File: src/rtl/mem_arb_pkg.sv
// Shared types and limits for the memory port arbiter and its ID FIFO.
package mem_arb_pkg;

    localparam int MEM_ARB_MAX_REQ         = 8;
    localparam int MEM_ARB_MAX_OUTSTANDING = 4;

    typedef logic [2:0] arb_id_t;

endpackage

File: src/rtl/mem_arb_id_fifo.sv
// Requester-ID FIFO for outstanding memory transactions; head is combinational.
// Push is dropped when full unless a pop happens in the same cycle.
module mem_arb_id_fifo
    import mem_arb_pkg::*;
#(
    parameter int DEPTH = 2
) (
    input  logic    clk,
    input  logic    rst,
    input  logic    push,
    input  arb_id_t push_id,
    input  logic    pop,
    output logic    full,
    output logic    empty,
    output arb_id_t head
);

    localparam logic [1:0] LAST    = 2'(DEPTH - 1);
    localparam logic [2:0] DEPTH_C = 3'(DEPTH);

    arb_id_t    mem [MEM_ARB_MAX_OUTSTANDING];
    logic [1:0] wr_ptr;
    logic [1:0] rd_ptr;
    logic [2:0] count;
    logic       do_push;
    logic       do_pop;

    assign full    = (count == DEPTH_C);
    assign empty   = (count == 3'd0);
    assign head    = mem[rd_ptr];
    assign do_pop  = pop & ~empty;
    assign do_push = push & (~full | do_pop);

    always_ff @(posedge clk or negedge rst) begin
        if (!rst) begin
            wr_ptr <= '0;
            rd_ptr <= '0;
            count  <= '0;
            for (int i = 0; i < MEM_ARB_MAX_OUTSTANDING; i++) mem[i] <= '0;
        end else begin
            if (do_push) begin
                mem[wr_ptr] <= push_id;
                wr_ptr      <= (wr_ptr == LAST) ? 2'd0 : wr_ptr + 2'd1;
            end
            if (do_pop) rd_ptr <= (rd_ptr == LAST) ? 2'd0 : rd_ptr + 2'd1;
            if (do_push && !do_pop)      count <= count + 3'd1;
            else if (!do_push && do_pop) count <= count - 3'd1;
        end
    end

endmodule

File: src/rtl/mem_port_arbiter.sv
// Round-robin (or fixed priority with MEM_ARB_FIXED_PRIO_EN) share of one SRAM port.
// Zero-latency grant; responses routed by ID FIFO; requests held off while the FIFO is full.
module mem_port_arbiter
    import mem_arb_pkg::*;
#(
    parameter int NUM_REQ         = 3,
    parameter int DATA_WIDTH      = 32,
    parameter int ADDR_WIDTH      = 32,
    parameter int MAX_OUTSTANDING = 2
) (
    input  logic                                  clk,
    input  logic                                  rst,
    input  logic [NUM_REQ-1:0]                    s_req,
    input  logic [NUM_REQ-1:0][ADDR_WIDTH-1:0]    s_addr,
    input  logic [NUM_REQ-1:0]                    s_we,
    input  logic [NUM_REQ-1:0][DATA_WIDTH/8-1:0]  s_be,
    input  logic [NUM_REQ-1:0][DATA_WIDTH-1:0]    s_wdata,
    output logic [NUM_REQ-1:0]                    s_gnt,
    output logic [NUM_REQ-1:0]                    s_rvalid,
    output logic [NUM_REQ-1:0]                    s_err,
    output logic [DATA_WIDTH-1:0]                 s_rdata,
    output logic                                  m_req,
    output logic [ADDR_WIDTH-1:0]                 m_addr,
    output logic                                  m_we,
    output logic [DATA_WIDTH/8-1:0]               m_be,
    output logic [DATA_WIDTH-1:0]                 m_wdata,
    input  logic                                  m_gnt,
    input  logic                                  m_rvalid,
    input  logic                                  m_err,
    input  logic [DATA_WIDTH-1:0]                 m_rdata,
    output logic                                  protocol_err
);

    logic               fifo_full;
    logic               fifo_empty;
    logic               pop;
    logic               push;
    logic [NUM_REQ-1:0] eligible;
    arb_id_t            win;
    arb_id_t            head;

    // A pop this cycle frees a slot, so a full FIFO can still accept a grant.
    assign pop      = m_rvalid & ~fifo_empty;
    assign eligible = s_req & {NUM_REQ{~fifo_full | pop}};
    assign m_req    = rst & (|eligible);
    assign push     = m_req & m_gnt;

`ifdef MEM_ARB_FIXED_PRIO_EN
    always_comb begin
        win = '0;
        for (int i = NUM_REQ - 1; i >= 0; i--) begin
            if (eligible[i]) win = arb_id_t'(i);
        end
    end
`else
    arb_id_t rr_ptr;

    always_comb begin
        logic found;
        int   idx;
        win   = '0;
        found = 1'b0;
        idx   = 0;
        for (int i = 0; i < NUM_REQ; i++) begin
            idx = (int'(rr_ptr) + i) % NUM_REQ;
            if (!found && eligible[idx]) begin
                win   = arb_id_t'(idx);
                found = 1'b1;
            end
        end
    end

    always_ff @(posedge clk or negedge rst) begin
        if (!rst)
            rr_ptr <= '0;
        else if (push)
            rr_ptr <= (win == arb_id_t'(NUM_REQ - 1)) ? '0 : win + 3'd1;
    end
`endif

    assign m_addr  = m_req ? s_addr[win]  : '0;
    assign m_we    = m_req ? s_we[win]    : 1'b0;
    assign m_be    = m_req ? s_be[win]    : '0;
    assign m_wdata = m_req ? s_wdata[win] : '0;
    assign s_rdata = m_rdata;

    always_comb begin
        s_gnt    = '0;
        s_rvalid = '0;
        s_err    = '0;
        if (push) s_gnt[win] = 1'b1;
        if (rst && pop) begin
            s_rvalid[head] = 1'b1;
            s_err[head]    = m_err;
        end
    end

    always_ff @(posedge clk or negedge rst) begin
        if (!rst)
            protocol_err <= 1'b0;
        else if (m_rvalid && fifo_empty)
            protocol_err <= 1'b1;
    end

    mem_arb_id_fifo #(
        .DEPTH (MAX_OUTSTANDING)
    ) u_id_fifo (
        .clk     (clk),
        .rst     (rst),
        .push    (push),
        .push_id (win),
        .pop     (pop),
        .full    (fifo_full),
        .empty   (fifo_empty),
        .head    (head)
    );

endmodule
File: config.mk
export PLATFORM = sky130hd
export DESIGN_NAME = mem_port_arbiter
export DESIGN_NICKNAME = d
export VERILOG_FILES = /design/src/rtl/mem_arb_pkg.sv /design/src/rtl/mem_arb_id_fifo.sv /design/src/rtl/mem_port_arbiter.sv
export SDC_FILE = /design/constraint.sdc
export NUM_CORES = 1
export LEC_CHECK = 0
export ABC_AREA = 1
export ABC_CLOCK_PERIOD_IN_PS = 3550
export CORE_AREA = 2 2 140 142
export DETAILED_ROUTE_END_ITERATION = 10
export DIE_AREA = 0 0 142 144
export SYNTH_ARGS = -nofsm -noshare
export SYNTH_HDL_FRONTEND = slang
export SYNTH_HIERARCHICAL = 1
export SYNTH_SLANG_ARGS = --single-unit
File: constraint.sdc
create_clock -name clk -period 3.55 [get_ports clk]
set_input_delay 0.355 -clock clk [delete_from_list [all_inputs] [get_ports clk]]
set_output_delay 0.355 -clock clk [all_outputs]
set_load 0.005 [all_outputs]
==> flow_summary_export.csv, run 1 <==
group,metric,value,unit
outcome,run_status,"finished with violations",
outcome,failed_checks,"negative setup slack",
clocking,clockRootBuffer,"sky130_fd_sc_hd__clkbuf_16",
run,maxCapViolCount,0,
clocking,clkTransAtPathRegs,0.06,ns
logic_synthesis,synth.distinct_cells,36,
placement,finalWeightedCongestion,0.830,
clocking,clock_tree.buffer_depth,2,
timing,finalClockSkew,0.00116,ns
critical_path,critPathRequiredTime,3.19,ns
timing,finalHoldViolations,0,
logic_synthesis,mappedNetlistNets,990,
timing,worst_slew_pin_slew,0.329,ns
min_path,holdCritPathClass,"reg -> reg",
global_route,grt_start_max_net_pins,50,
drt,final_antenna_net_count,0,
final_layout,most-common-layout-cells,"sky130_fd_sc_hd__clkdlybuf4s50_1 (222), sky130_fd_sc_hd__nand2_1 (196), sky130_fd_sc_hd__nand2_2 (81), sky130_fd_sc_hd__buf_4 (80), sky130_fd_sc_hd__buf_2 (70)",
critical_path,timing.rr.start,"rr_ptr[1]",
timing,final-setup-viol-count,72,
timing,timing.slew.headroom,78.1,%
timing,rsz_0062_raised_after_global_routing,"yes",
critical_path,slowest_delay,0.49,ns
critical_path,cell_repeated_most_along_the_worst_path,"sky130_fd_sc_hd__nand2_2",
logic_synthesis,yosysSeqAreaShare,13.9,%
critical_path,cell_by_cell_listing_of_the_critical_path,"buf_6, ha_2, a21oi_2, xor2_2, ha_2, nand2_1, nand2_2, inv_1, o21ai_2, inv_1, o211ai_1, nand2_2, buf_4, nand4_1, nand3_4, buf_6, buf_8, buf_12, nand2_4, nand2_2, a21oi_2, nor2_2, buf_2",
timing,report.final.slew_viol_count,0,
drt,wl,22800,µm
final_layout,register_area,579,µm²
final_layout,area_occupied_by_multi_input_gates,0.00384,mm²
floorplan,std_cell_rows,51,
placement,post_dp_cell_area,0.00775,mm²
drt,drt_pre_antenna_iters,6,
logic_synthesis,syn_area,0.00415,mm²
floorplan,chipHeight,144,µm
clocking,cts-hold-fix-buffers,0,
final_layout,postLayoutCoreUtil,48.9,%
global_route,grtUsageTotal,20.7,%
final_layout,post_route_cells_drive_above_1_share,43.5,%
drt,drt-vias-per-instance,4.51,
timing,timing.final.crit_period,4.10,ns
final_layout,layout.filler_cells,1915,
drt,dr_total_vias,6088,
timing,timing.final.crit_share,116,%
drt,route.detailed.wl_per_inst,16.9,µm
critical_path,cp-start-kind,"flop",
floorplan,core_region_area,0.0191,mm²
critical_path,worst_path_max_delay_cell,"sky130_fd_sc_hd__dfrtp_2",
timing,final_critical_path_setup_slack,-0.553,ns
min_path,hold-path-cell-count,1,
critical_path,reg2reg_setup_slack,0.01,ns
clocking,tritoncts.num_buffers,3,
min_path,hold_path_end,"protocol_err",
critical_path,setup.worst_path.end_class,"output pin",
critical_path,worst_path_dominant_cell_family,"buffers and inverters",
drt,first_iter_violations,168,
critical_path,worstPathBufferInverterCount,8,
timing,fmaxAchievable,244,MHz
logic_synthesis,synth-seq-cells,23,
final_layout,final_common_cell,"sky130_fd_sc_hd__clkdlybuf4s50_1",
logic_synthesis,number_of_cells_produced_by_synthesis,725,
placement,io_buffers,294,
final_layout,design.final.nets,1377,
clocking,clock_latency,0.26,ns
final_layout,finalInstanceArea,0.00933,mm²
global_route,antenna_found_initial,0,
critical_path,crit_arrival,3.75,ns
critical_path,worstPathMaxFanout,7,
global_route,globalRouteOverflowTotal,0,
min_path,hp-start,"protocol_err",
placement,place.detailed.hpwl,16500,µm
critical_path,reg2reg_depth,23,
clocking,clock-sinks,23,
timing,fin_setup_tns,-33.09,ns
logic_synthesis,synthesis.yosys.warnings,6,
final_layout,antenna-diode-count,0,
clocking,tritoncts_clock_tree,"yes",
logic_synthesis,synth.avg_cell_area,5.73,µm²
global_route,global_route_wire_length_before_repair,32800,µm
floorplan,initial_utilization,21.8,%
drt,drc,0,
final_layout,area.growth.synth_to_final,125,%
global_route,first_global_vias,6010,
clocking,h-tree-depth,1,
critical_path,timing.rr.end,"rr_ptr[1]",
floorplan,dieArea,0.0204,mm²
floorplan,chipWidth,142,µm
critical_path,critPathKind,"reg -> out",
floorplan,ios,359,
-- per-layer routing --
| layer | routed length, µm | vias to the layer above | track usage, % | part of all wire (%) |
|---|---|---|---|---|
| li1 | - | 3056 | - | - |
| met1 | 9420 | 2796 | 26.3 | 41 |
| met2 | 11800 | 214 | 37.4 | 52 |
| met3 | 1190 | 22 | 3.34 | 5.2 |
| met4 | 336 | 0 | 3.63 | 1.5 |
| met5 | 0 | - | 0 | 0 |
-- registers in the layout, summed over array words and instances (netlist names) --
| signal | flops |
|---|---|
| u_id_fifo/rd_ptr | 2 |
| u_id_fifo/count | 3 |
| protocol_err | 1 |
| u_id_fifo/mem | 12 |
| rr_ptr | 3 |
| u_id_fifo/wr_ptr | 2 |
-- worst max path at each step --
stage	start	slack, ns	to	cells after the start
detailed placement	rr_ptr[1]	-0.82	m_wdata[20]	25
global route	rr_ptr[1]	-0.75	m_wdata[18]	26
finish	rr_ptr[1]	-0.55	m_wdata[2]	23
global placement	rr_ptr[1]	-0.77	m_be[3]	26
floorplan	rr_ptr[0]	0.01	m_addr[26]	23
CTS	rr_ptr[1]	-0.55	m_wdata[13]	28
-- logic make-up after synthesis --
logic type,count (synthesis),synth area share [%]
flip-flops,23,13.9
buffers and inverters,115,15.2
AND/OR/NAND/NOR,467,49.1
AO/OA/AOI/OAI,95,14.5
XOR/XNOR,7,1.66
adder cells (fa/ha/maj),18,5.60
-- through the flow --
stage | setup WS (ns) | cells | hold slack (ns)
after detailed placement | -0.824 | 1277 | 0.444
after CTS | -0.546 | 1347 | 0.458
final | -0.553 | 1349 | 0.453
after floorplan | 0.0109 | 725 | 0.0594
after global placement | -0.773 | 1277 | 0.437
after global routing | -0.752 | 1349 | 0.489
-- worst register-to-register path: cells and delay by family (launching register included) --
kind / cells / cell delay, ns
buffers and inverters: 9 / 0.94
AND/OR/NAND/NOR: 7 / 0.88
AO/OA/AOI/OAI: 4 / 0.54
flip-flops: 1 / 0.49
adder cells (fa/ha/maj): 2 / 0.39
XOR/XNOR: 1 / 0.20
-- synthesized netlist by cell type, drive strengths merged --
library cell	number	share of area (%)
nand4	21	3.2
or2	1	0.15
fa	1	0.48
buf	56	9.9
o211ai	1	0.18
a21oi	72	11
a21o	1	0.18
nand2	307	29
o21ai	16	1.9
inv	49	4.4
o31ai	1	0.18
nor3	4	0.48
o22ai	3	0.45
nor2	85	9.0
clkinv	2	0.18
ha	17	5.1
dfrtp	23	14
nand3	49	7.7
clkbuf	8	0.72
xnor2	2	0.42
a31oi	1	0.30
xor2	5	1.2
-- area by class of cell --
class / instances / area share (%)
Inverter: 51 / 2.43
Tap cell: 238 / 3.19
Clock inverter: 1 / 0.0536
Sequential cell: 23 / 6.21
Timing Repair Buffer: 446 / 46.1
Clock buffer: 3 / 0.805
Multi-Input combinational cell: 587 / 41.2
-- timing repair --
action                     in CTS  in global routing
pin swaps                      66                 75
gates cloned                   11                  1
setup buffers                  57                 11
resized for setup             473                143
setup endpoints to repair      74                 77
Power of run 1 is left out: the tool's default activity adds up to more than one toggle a clock period on the data nets, which glitch-free logic cannot reach.
==> inputs of run 2 (changes only) <==
Settings changed: ABC_CLOCK_PERIOD_IN_PS 3550 to 4050, CORE_AREA 2 2 140 142 to 2 2 137 139, DIE_AREA 0 0 142 144 to 0 0 139 141.
Clock period 3.55 ns to 4.05 ns, I/O delays scaled along.
==> run 2 against run 1 <==
Clock skew barely moved. Register-to-register slack improved by 0.40 ns. The flow still finishes with violations (negative setup slack). Largest cell class unchanged. Final cell count rose by 1.0%. Critical path depth rose by 4. Critical path type unchanged. Die area fell by 4.2%. Sequential share of layout area rose by 0.16 points.
==> flow_summary_export.csv, run 2 (synthesized netlist as in run 1, its figures left out) <==
group,metric,value,unit
placement,place.detailed.hpwl,17600,µm
critical_path,crit_path_end,"m_wdata[25]",
timing,timing.final.crit_period,4.31,ns
min_path,holdCritPathClass,"reg -> reg",
clocking,tritoncts_clock_tree,"yes",
drt,first_iter_violations,225,
critical_path,worstPathMaxFanout,6,
global_route,antenna_found_initial,7,
critical_path,setup.worst_path.end_class,"output pin",
timing,worst_slew_pin_slew,0.624,ns
timing,finalClockSkew,0.00135,ns
floorplan,dieArea,0.0196,mm²
final_layout,area.growth.synth_to_final,118,%
clocking,clockRootBuffer,"sky130_fd_sc_hd__clkbuf_16",
floorplan,chipWidth,139,µm
placement,placed_cells_incl_taps,1258,
floorplan,ios,359,
critical_path,critPathLaunch,"rr_ptr[1]",
critical_path,timing.rr.end,"rr_ptr[1]",
global_route,first_global_vias,6081,
placement,io_buffers,294,
critical_path,reg2reg_depth,25,
drt,route.detailed.wl_per_inst,17.4,µm
drt,drc,0,
clocking,h-tree-depth,1,
timing,report.final.slew_viol_count,0,
timing,fmaxAchievable,232,MHz
clocking,clkTransAtPathRegs,0.06,ns
timing,final_critical_path_setup_slack,-0.260,ns
drt,drt_pre_antenna_iters,5,
critical_path,reg2reg_setup_slack,0.41,ns
timing,finalHoldViolations,0,
timing,fin_setup_tns,-8.42,ns
clocking,clock_tree.buffer_depth,2,
critical_path,crit_arrival,3.90,ns
drt,dr_total_vias,6155,
timing,final-setup-viol-count,69,
outcome,failed_checks,"negative setup slack",
floorplan,core_region_area,0.0183,mm²
placement,finalWeightedCongestion,0.860,
critical_path,cp-start-kind,"flop",
run,maxCapViolCount,0,
critical_path,critPathRequiredTime,3.64,ns
final_layout,largest_register_ffs,12,
timing,timing.final.crit_share,106,%
floorplan,std_cell_rows,50,
drt,wl,23700,µm
final_layout,design.final.nets,1390,
critical_path,timing.rr.start,"rr_ptr[1]",
placement,preCtsSetupSlack,-0.415,ns
critical_path,critPathKind,"reg -> out",
clocking,clock-sinks,23,
final_layout,final_common_cell,"sky130_fd_sc_hd__nand2_1",
global_route,grtUsageTotal,22.4,%
global_route,grt_start_max_net_pins,46,
clocking,tritoncts.num_buffers,3,
timing,timing.slew.headroom,58.3,%
final_layout,reg.largest.list,"u_id_fifo/mem: 12 flops, rr_ptr: 3 flops, u_id_fifo/count: 3 flops",
final_layout,regMostFlops,"u_id_fifo/mem",
global_route,globalRouteOverflowTotal,0,
timing,rsz_0062_raised_after_global_routing,"yes",
final_layout,final-instance-count-excl-fill,1363,
final_layout,most-common-layout-cells,"sky130_fd_sc_hd__nand2_1 (259), sky130_fd_sc_hd__clkdlybuf4s50_1 (222), sky130_fd_sc_hd__buf_4 (98), sky130_fd_sc_hd__nor2_1 (67), sky130_fd_sc_hd__buf_2 (49)",
final_layout,postLayoutCoreUtil,49.6,%
outcome,run_status,"finished with violations",
drt,final_antenna_net_count,0,
drt,drt-vias-per-instance,4.52,
global_route,global_route_wire_length_before_repair,34500,µm
floorplan,chipHeight,141,µm
clocking,clock_latency,0.25,ns
floorplan,initial_utilization,22.7,%
final_layout,post_route_cells_drive_above_1_share,36.3,%
-- run 2: cell types whose count changed in the layout (fill, tap and decap cells not counted), moves of 7 or more --
cell and delta:
sky130_fd_sc_hd__buf_4 +18, sky130_fd_sc_hd__buf_8 -7, sky130_fd_sc_hd__clkbuf_2 +14, sky130_fd_sc_hd__nand2_4 -15, sky130_fd_sc_hd__nand2_1 +63, sky130_fd_sc_hd__a21oi_1 +7, sky130_fd_sc_hd__buf_2 -21, sky130_fd_sc_hd__nand2_2 -48
-- run 2: layout make-up --
cell class | instances | area, µm²
clock inverter | 1 | 5.00
clock buffer | 3 | 75.1
multi-input combinational | 589 | 3520
antenna | 5 | 12.5
tap | 234 | 293
timing repair buffer | 457 | 4370
fill | 1847 | 9210
sequential | 23 | 577
inverter | 51 | 204
-- run 2: worst max-delay path, stage by stage (launching register included) --
cell and delay [ns]:
sky130_fd_sc_hd__dfrtp_1 0.43, sky130_fd_sc_hd__buf_6 0.13, sky130_fd_sc_hd__ha_4 0.15, sky130_fd_sc_hd__nand2_4 0.06, sky130_fd_sc_hd__nand3_4 0.09, sky130_fd_sc_hd__inv_2 0.05
sky130_fd_sc_hd__ha_4 0.16, sky130_fd_sc_hd__ha_4 0.16, sky130_fd_sc_hd__inv_4 0.06, sky130_fd_sc_hd__nand3_4 0.08, sky130_fd_sc_hd__xor2_2 0.17, sky130_fd_sc_hd__ha_2 0.19
sky130_fd_sc_hd__inv_4 0.08, sky130_fd_sc_hd__nand4_1 0.19, sky130_fd_sc_hd__nand2_2 0.13, sky130_fd_sc_hd__nand2_2 0.06, sky130_fd_sc_hd__nand2_4 0.10, sky130_fd_sc_hd__nand4_1 0.18
sky130_fd_sc_hd__nand3_4 0.16, sky130_fd_sc_hd__buf_12 0.14, sky130_fd_sc_hd__nor2_8 0.05, sky130_fd_sc_hd__buf_12 0.14, sky130_fd_sc_hd__buf_12 0.13, sky130_fd_sc_hd__buf_6 0.13
sky130_fd_sc_hd__buf_4 0.13, sky130_fd_sc_hd__a21oi_2 0.12, sky130_fd_sc_hd__nor2_1 0.05, sky130_fd_sc_hd__buf_2 0.13
-- run 2: how the worst min path moves through the flow --
stage                startpoint          endpoint  slack (ns)  depth (start not counted)
6_report           protocol_err      protocol_err        0.46                          1
3_3_place_gp       protocol_err      protocol_err        0.45                          1
3_5_place_dp       protocol_err      protocol_err        0.45                          1
5_1_grt        u_id_fifo/mem[8]  u_id_fifo/mem[8]        0.49                          2
4_1_cts            protocol_err      protocol_err        0.46                          1
2_1_floorplan               rst      protocol_err        0.11                          0
-- run 2: routing by layer --
metal,wire [µm],up-vias,part of all wire (%),GRT usage (%)
li1,-,3085,-,-
met1,8940,2802,38,25.4
met2,12500,225,53,42.0
met3,1440,39,6.1,4.93
met4,774,4,3.3,6.33
met5,27,-,0.11,0
-- run 2: repair_timing --
action,4_1_cts,5_1_grt
endpoints found under the setup margin,72,72
resized for setup,316,136
pin swaps,39,63
cloned,4,5
hold buffers,0,0
setup buffers,56,35
-- run 2: through the flow --
stage	cell area, µm²	hold slack (ns)
final	9060	0.455
after global routing	9060	0.489
after CTS	8440	0.462
after detailed placement	7620	0.448
after global placement	7620	0.449
after floorplan	4150	0.109
Power of run 2 is left out for the same reason.
==> inputs of run 3 (changes only) <==
Settings changed: SKIP_LAST_GASP set to 1.
==> run 3 against run 2 <==
The run still ends with negative setup slack left. Count of clock-buffer cells in the layout unchanged. Highest routed layer unchanged. Maximum frequency up 0.43%. Final cell count up 1.1%. Largest cell class unchanged. Critical path type unchanged.
==> flow_summary_export.csv, run 3 (synthesized netlist as in run 1, its figures left out) <==
group,metric,value,unit
outcome,run_status,"finished with violations",
outcome,failed_checks,"negative setup slack",
critical_path,critPathLaunch,"rr_ptr[1]",
critical_path,setup.worst_path.end_class,"output pin",
final_layout,reg.largest.list,"u_id_fifo/mem: 12 flops, rr_ptr: 3 flops, u_id_fifo/count: 3 flops",
placement,io_buffers,294,
global_route,antenna_found_initial,5,
critical_path,crit_path_end,"m_wdata[19]",
final_layout,regMostFlops,"u_id_fifo/mem",
clocking,tritoncts_clock_tree,"yes",
critical_path,cp-start-kind,"flop",
clocking,clockRootBuffer,"sky130_fd_sc_hd__clkbuf_16",
placement,finalWeightedCongestion,0.860,
timing,timing.slew.headroom,60.3,%
timing,worst_slew_pin_slew,0.594,ns
placement,preCtsSetupSlack,-0.415,ns
global_route,grt_start_max_net_pins,46,
final_layout,design.final.nets,1407,
floorplan,chipWidth,139,µm
timing,rsz_0062_raised_after_global_routing,"yes",
drt,wl,24300,µm
timing,timing.final.crit_period,4.29,ns
placement,place.detailed.hpwl,17600,µm
global_route,grtUsageTotal,22.4,%
global_route,global_route_wire_length_before_repair,34500,µm
drt,dr_total_vias,6303,
min_path,hold-path-cell-count,1,
drt,route.detailed.wl_per_inst,17.6,µm
final_layout,area.growth.synth_to_final,122,%
drt,final_antenna_net_count,0,
timing,finalHoldViolations,0,
run,maxCapViolCount,0,
clocking,clock_tree.buffer_depth,2,
drt,first_iter_violations,205,
timing,fmaxAchievable,233,MHz
clocking,tritoncts.num_buffers,3,
floorplan,core_region_area,0.0183,mm²
final_layout,post_route_cells_drive_above_1_share,39.5,%
critical_path,crit_arrival,3.89,ns
timing,report.final.slew_viol_count,0,
critical_path,critPathKind,"reg -> out",
critical_path,timing.rr.end,"u_id_fifo/mem[10]",
timing,final-setup-viol-count,69,
critical_path,reg2reg_setup_slack,0.36,ns
floorplan,dieArea,0.0196,mm²
clocking,h-tree-depth,1,
clocking,clock-sinks,23,
timing,timing.final.crit_share,106,%
clocking,clock_latency,0.25,ns
floorplan,chipHeight,141,µm
drt,drc,0,
floorplan,ios,359,
clocking,cts-hold-fix-buffers,0,
critical_path,critPathRequiredTime,3.64,ns
critical_path,reg2reg_depth,26,
drt,drt-vias-per-instance,4.57,
final_layout,most-common-layout-cells,"sky130_fd_sc_hd__nand2_1 (240), sky130_fd_sc_hd__clkdlybuf4s50_1 (222), sky130_fd_sc_hd__buf_4 (109), sky130_fd_sc_hd__nor2_1 (66), sky130_fd_sc_hd__a21oi_2 (56)",
floorplan,std_cell_rows,50,
global_route,first_global_vias,6075,
critical_path,worstPathMaxFanout,6,
global_route,globalRouteOverflowTotal,0,
clocking,clkTransAtPathRegs,0.06,ns
timing,finalClockSkew,0.00162,ns
min_path,holdCritPathClass,"reg -> reg",
drt,drt_pre_antenna_iters,5,
final_layout,postLayoutCoreUtil,50.5,%
final_layout,final_common_cell,"sky130_fd_sc_hd__nand2_1",
timing,final_critical_path_setup_slack,-0.241,ns
floorplan,initial_utilization,22.7,%
critical_path,timing.rr.start,"rr_ptr[1]",
timing,fin_setup_tns,-8.74,ns
placement,post_dp_cell_area,0.00762,mm²
final_layout,largest_register_ffs,12,
final_layout,finalInstanceArea,0.00922,mm²
run 3: changes by cell type in the layout (fill, tap and decap cells not counted), sizes merged:
cell / before / now
clkbuf: 23 / 24
diode: 5 / 3
clkdlybuf4s15: 4 / 0
dlygate4sd2: 4 / 1
buf: 207 / 227
dlymetal6s2s: 0 / 3
run 3: repair_timing:
action                                  4_1_cts  5_1_grt
resized for setup                           205      256
buffers inserted                             56       58
endpoints found under the setup margin       72       72
pin swaps                                    39       77
gates cloned                                  4        6
run 3: worst max-delay path, cell delays in order, from the launching register on:
cell and delay (ns):
sky130_fd_sc_hd__dfrtp_1 0.44, sky130_fd_sc_hd__buf_6 0.15, sky130_fd_sc_hd__ha_4 0.16, sky130_fd_sc_hd__buf_6 0.12
sky130_fd_sc_hd__a21oi_2 0.16, sky130_fd_sc_hd__xor2_2 0.22, sky130_fd_sc_hd__ha_2 0.23, sky130_fd_sc_hd__nand2_2 0.07
sky130_fd_sc_hd__nand2_4 0.09, sky130_fd_sc_hd__inv_2 0.05, sky130_fd_sc_hd__nand2_1 0.10, sky130_fd_sc_hd__o21ai_4 0.07
sky130_fd_sc_hd__inv_1 0.08, sky130_fd_sc_hd__o211ai_1 0.10, sky130_fd_sc_hd__nand2_2 0.14, sky130_fd_sc_hd__buf_6 0.12
sky130_fd_sc_hd__nand4_1 0.18, sky130_fd_sc_hd__nand3_4 0.17, sky130_fd_sc_hd__buf_12 0.13, sky130_fd_sc_hd__nor2_8 0.04
sky130_fd_sc_hd__buf_12 0.14, sky130_fd_sc_hd__buf_8 0.13, sky130_fd_sc_hd__buf_12 0.13, sky130_fd_sc_hd__buf_6 0.11
sky130_fd_sc_hd__a21oi_4 0.13, sky130_fd_sc_hd__nor2_1 0.04, sky130_fd_sc_hd__buf_2 0.14
run 3: worst min-delay path by stage:
stage,startpoint,endpoint
2_1_floorplan,rst,protocol_err
3_3_place_gp,protocol_err,protocol_err
6_report,protocol_err,protocol_err
3_5_place_dp,protocol_err,protocol_err
4_1_cts,protocol_err,protocol_err
5_1_grt,u_id_fifo/mem[8],u_id_fifo/mem[8]
run 3: area by class of cell:
| type | count | area [µm²] |
|---|---|---|
| clock inverters | 1 | 5.00 |
| fillers | 1825 | 9050 |
| clock buffers | 3 | 75.1 |
| multi-input cells | 589 | 3560 |
| flip-flops and latches | 23 | 577 |
| repair buffers | 474 | 4490 |
| well taps | 234 | 293 |
| inverters | 51 | 204 |
| diodes | 3 | 7.51 |
run 3: metrics by stage:
step                cells  hold slack, ns
detailed placement   1258           0.448
global route         1378           0.489
global placement     1258           0.449
CTS                  1320           0.462
floorplan             725           0.109
finish               1378           0.455
run 3: per-layer routing:
layer / up-vias / part of all wire, % / wire [µm] / global-route usage [%]
li1: 3119 / - / - / -
met1: 2901 / 38 / 9220 / 25.5
met2: 241 / 54 / 13100 / 42.4
met3: 38 / 5.6 / 1360 / 4.96
met4: 4 / 2.2 / 533 / 5.42
met5: - / 0.11 / 27 / 0
Power of run 3 is left out for the same reason.
==> patch (flow settings as in run 3) <==
Make the reset (`rst`) synchronous in 3 clocked blocks.
--- a/src/rtl/mem_arb_id_fifo.sv
+++ b/src/rtl/mem_arb_id_fifo.sv
@@ -31,7 +31,7 @@
     assign do_pop  = pop & ~empty;
     assign do_push = push & (~full | do_pop);
 
-    always_ff @(posedge clk or negedge rst) begin
+    always_ff @(posedge clk) begin
         if (!rst) begin
             wr_ptr <= '0;
             rd_ptr <= '0;
--- a/src/rtl/mem_port_arbiter.sv
+++ b/src/rtl/mem_port_arbiter.sv
@@ -70,7 +70,7 @@
         end
     end
 
-    always_ff @(posedge clk or negedge rst) begin
+    always_ff @(posedge clk) begin
         if (!rst)
             rr_ptr <= '0;
         else if (push)
@@ -95,7 +95,7 @@
         end
     end
 
-    always_ff @(posedge clk or negedge rst) begin
+    always_ff @(posedge clk) begin
         if (!rst)
             protocol_err <= 1'b0;
         else if (m_rvalid && fifo_empty)
Formal check against the unedited RTL: differs if rst is asserted again (counterexample within 4 cycles, from zero or initial values and one cycle with rst low); with rst held inactive, the same outputs for 4 cycles.
==> patch against run 3 <==
First-iteration DRC count rose by 26%. Final cell count rose by 3.3%. Critical endpoint is now m_addr[28]. Final area fell by 0.30%. Maximum frequency rose by 8.4%. Sequential cell count rose by 2. Synthesized cell count rose by 17%. Area after synthesis rose by 12%. Routed wire length fell by 8.7%. Sequential share of layout area rose by 0.62 points. Worst setup slack improved by 0.33 ns.
Power is left out: the tool's default activity adds up to more than one toggle a clock period on the data nets, which glitch-free logic cannot reach.
==> patch: results (changes against run 3) <==
Global routing
  – Vias in the first global route: 6114 (+0.64%)
  – Tot GR Track Use: 19.2% (-3.1 points)
  – Global-route wire length before repair: 30900 µm (-10%)
  – Initial antenna violation count: 0 (-5)
  – Largest net degree at the start of global routing: 50 (+8.7%)

Place
  – GP Congestion: 0.856 (-0.48%)
  – Dpl hpwl: 15500 µm (-12%)
  – DP Worst Slack: -0.297 ns (+0.119 ns)
  – PortBufs: 294 (unchanged)

Finish
  – Top flop regs: u_id_fifo/mem x12, rr_ptr x3, u_id_fifo/count x3
  – Number of inserted diodes: 0 (-3)
  – Fraction of layout cells with a size suffix above 1: 31.9% (-7.6 points)
  – Nets: 1456 (+3.5%)

Clocking
  – Number of CTS-inserted buffers: 3 (unchanged)
  – Max clock buf depth: 2 (unchanged)
  – H-tree depth: 1 (unchanged)
  – Root Driver: clkbuf_16
  – Clock slew at reported path FFs: 0.06 ns (about the same)
  – Worst-skew pair later-pin latency: 0.25 ns (about the same)

Yosys
  – Distinct cells, synth: 38 (+5.6%)
  – Post-synth ARST share: 0% (-100 points)
  – Syn. warnings: 6 (unchanged)
  – Top cells by instance count after synthesis: 195 x inv_1, 194 x nand2_1, 154 x nand3_1, 76 x a21oi_1, 34 x buf_4
  – Area contributors post-synth: nand3_1 17%, inv_1 16%, nand2_1 16%
  – Top_reg_cell synth: dfxtp_1
  – Post-synth EDFFs: 12 (+12)
  – Sequential-to-total area share from yosys stat: 13.3% (-0.55 points)
  – Mapped Nets: 1116 (+13%)

Outcome
  – Status: finished clean

Timing
  – Slew margin rel.: 69.5% (+9.3 points)
  – Worst Skew: 0.00595 ns (+0.00432 ns)

Detailed routing
  – WL per Instance: 15.6 µm (-12%)
  – DRT Pass-1 Iters: 5 (unchanged)
  – Initial drt markers: 258 (+26%)
  – Via count: 6554 (+4.0%)

Setup path
  – Worst-path fanout max: 5 (-1)
  – R2R depth: 29 (+12%)

Hold path
  – Hold Path Stages: 2 (+1)
  – Hold WC Path Type: reg2reg
[patch: cell count changes after synthesis, moves of 9 or more]
cell,change
inv_1,+153
nand3_1,+112
nand2_1,-105
nor2_1,-39
a21oi_1,+33
a21oi_2,-28
dfrtp_1,-23
dfxtp_1,+13
edfxtp_1,+12
nand4_1,-10
nor2_2,-9
[patch: worst paths after layout]
check | startpoint | endpoint | slack (ns)
max | rr_ptr[2]$_SDFFE_PN0P_ | m_addr[28] | 0.09
min | u_id_fifo/rd_ptr[1]$_SDFFE_PN0N_ | register | 0.42
min reg2reg | u_id_fifo/rd_ptr[1]$_SDFFE_PN0N_ | register | 0.42
max reg2reg | rr_ptr[2]$_SDFFE_PN0P_ | rr_ptr[1]$_SDFFE_PN0P_ | 0.71
[patch: area by class of cell]
| cell class | instances | area (µm²) |
|---|---|---|
| inverters | 199 | 764 |
| flip-flops and latches | 25 | 632 |
| multi-input cells | 552 | 3510 |
| repair buffers | 410 | 3910 |
| clock buffers | 4 | 78.8 |
| well taps | 234 | 293 |
| fillers | 1862 | 9080 |
[patch: logic make-up after synthesis]
family | share of synthesized area [%]
XOR/XNOR | 0.939
adder cells (fa/ha/maj) | 4.99
AND/OR/NAND/NOR | 42.9
AO/OA/AOI/OAI | 11.2
flip-flops | 13.3
buffers and inverters | 26.8
[patch: worst max-delay path, stage by stage, from the launching register on]
cell and delay (ns):
dfxtp_4 0.37, buf_6 0.13, inv_4 0.05, ha_4 0.17, nor2_4 0.11, nand2_1 0.06, nand2_1 0.08, nand2_2 0.08
xor2_2 0.18, ha_2 0.18, inv_1 0.05, a21oi_2 0.11, nand2_2 0.09, nand2_4 0.12, nand2_4 0.07, nand2_4 0.06
nand2_2 0.05, nand3_2 0.07, nand2_2 0.06, nor2_4 0.14, buf_6 0.12, nand3_4 0.11, clkbuf_16 0.20, clkbuf_16 0.15
nand3_1 0.07, nand3_1 0.10, a21oi_2 0.17, buf_2 0.14
[patch: repair_timing]
action	CTS	global route
setup buffers	26	16
gates cloned	2	9
pin swaps	17	67
resized for setup	241	273
endpoints found under the setup margin	72	72
[patch: layer usage]
layer | wire, µm | global-route usage, % | vias up
met5 | 0 | 0 | -
met4 | 432 | 3.77 | 0
met3 | 1370 | 3.19 | 39
met2 | 10900 | 35.1 | 243
met1 | 9460 | 24.0 | 2980
li1 | - | - | 3292
[patch: metrics by stage]
step / util (%) / cells / instance area (µm²) / setup TNS, ns
final: 50.3 / 1424 / 9190 / 0
after global routing: 50.3 / 1424 / 9190 / -5.31
after CTS: 47.1 / 1406 / 8600 / -0.705
after detailed placement: 44.5 / 1375 / 8140 / -12.91
after global placement: 44.5 / 1375 / 8140 / -7.87
after floorplan: - / 851 / 4670 / 0
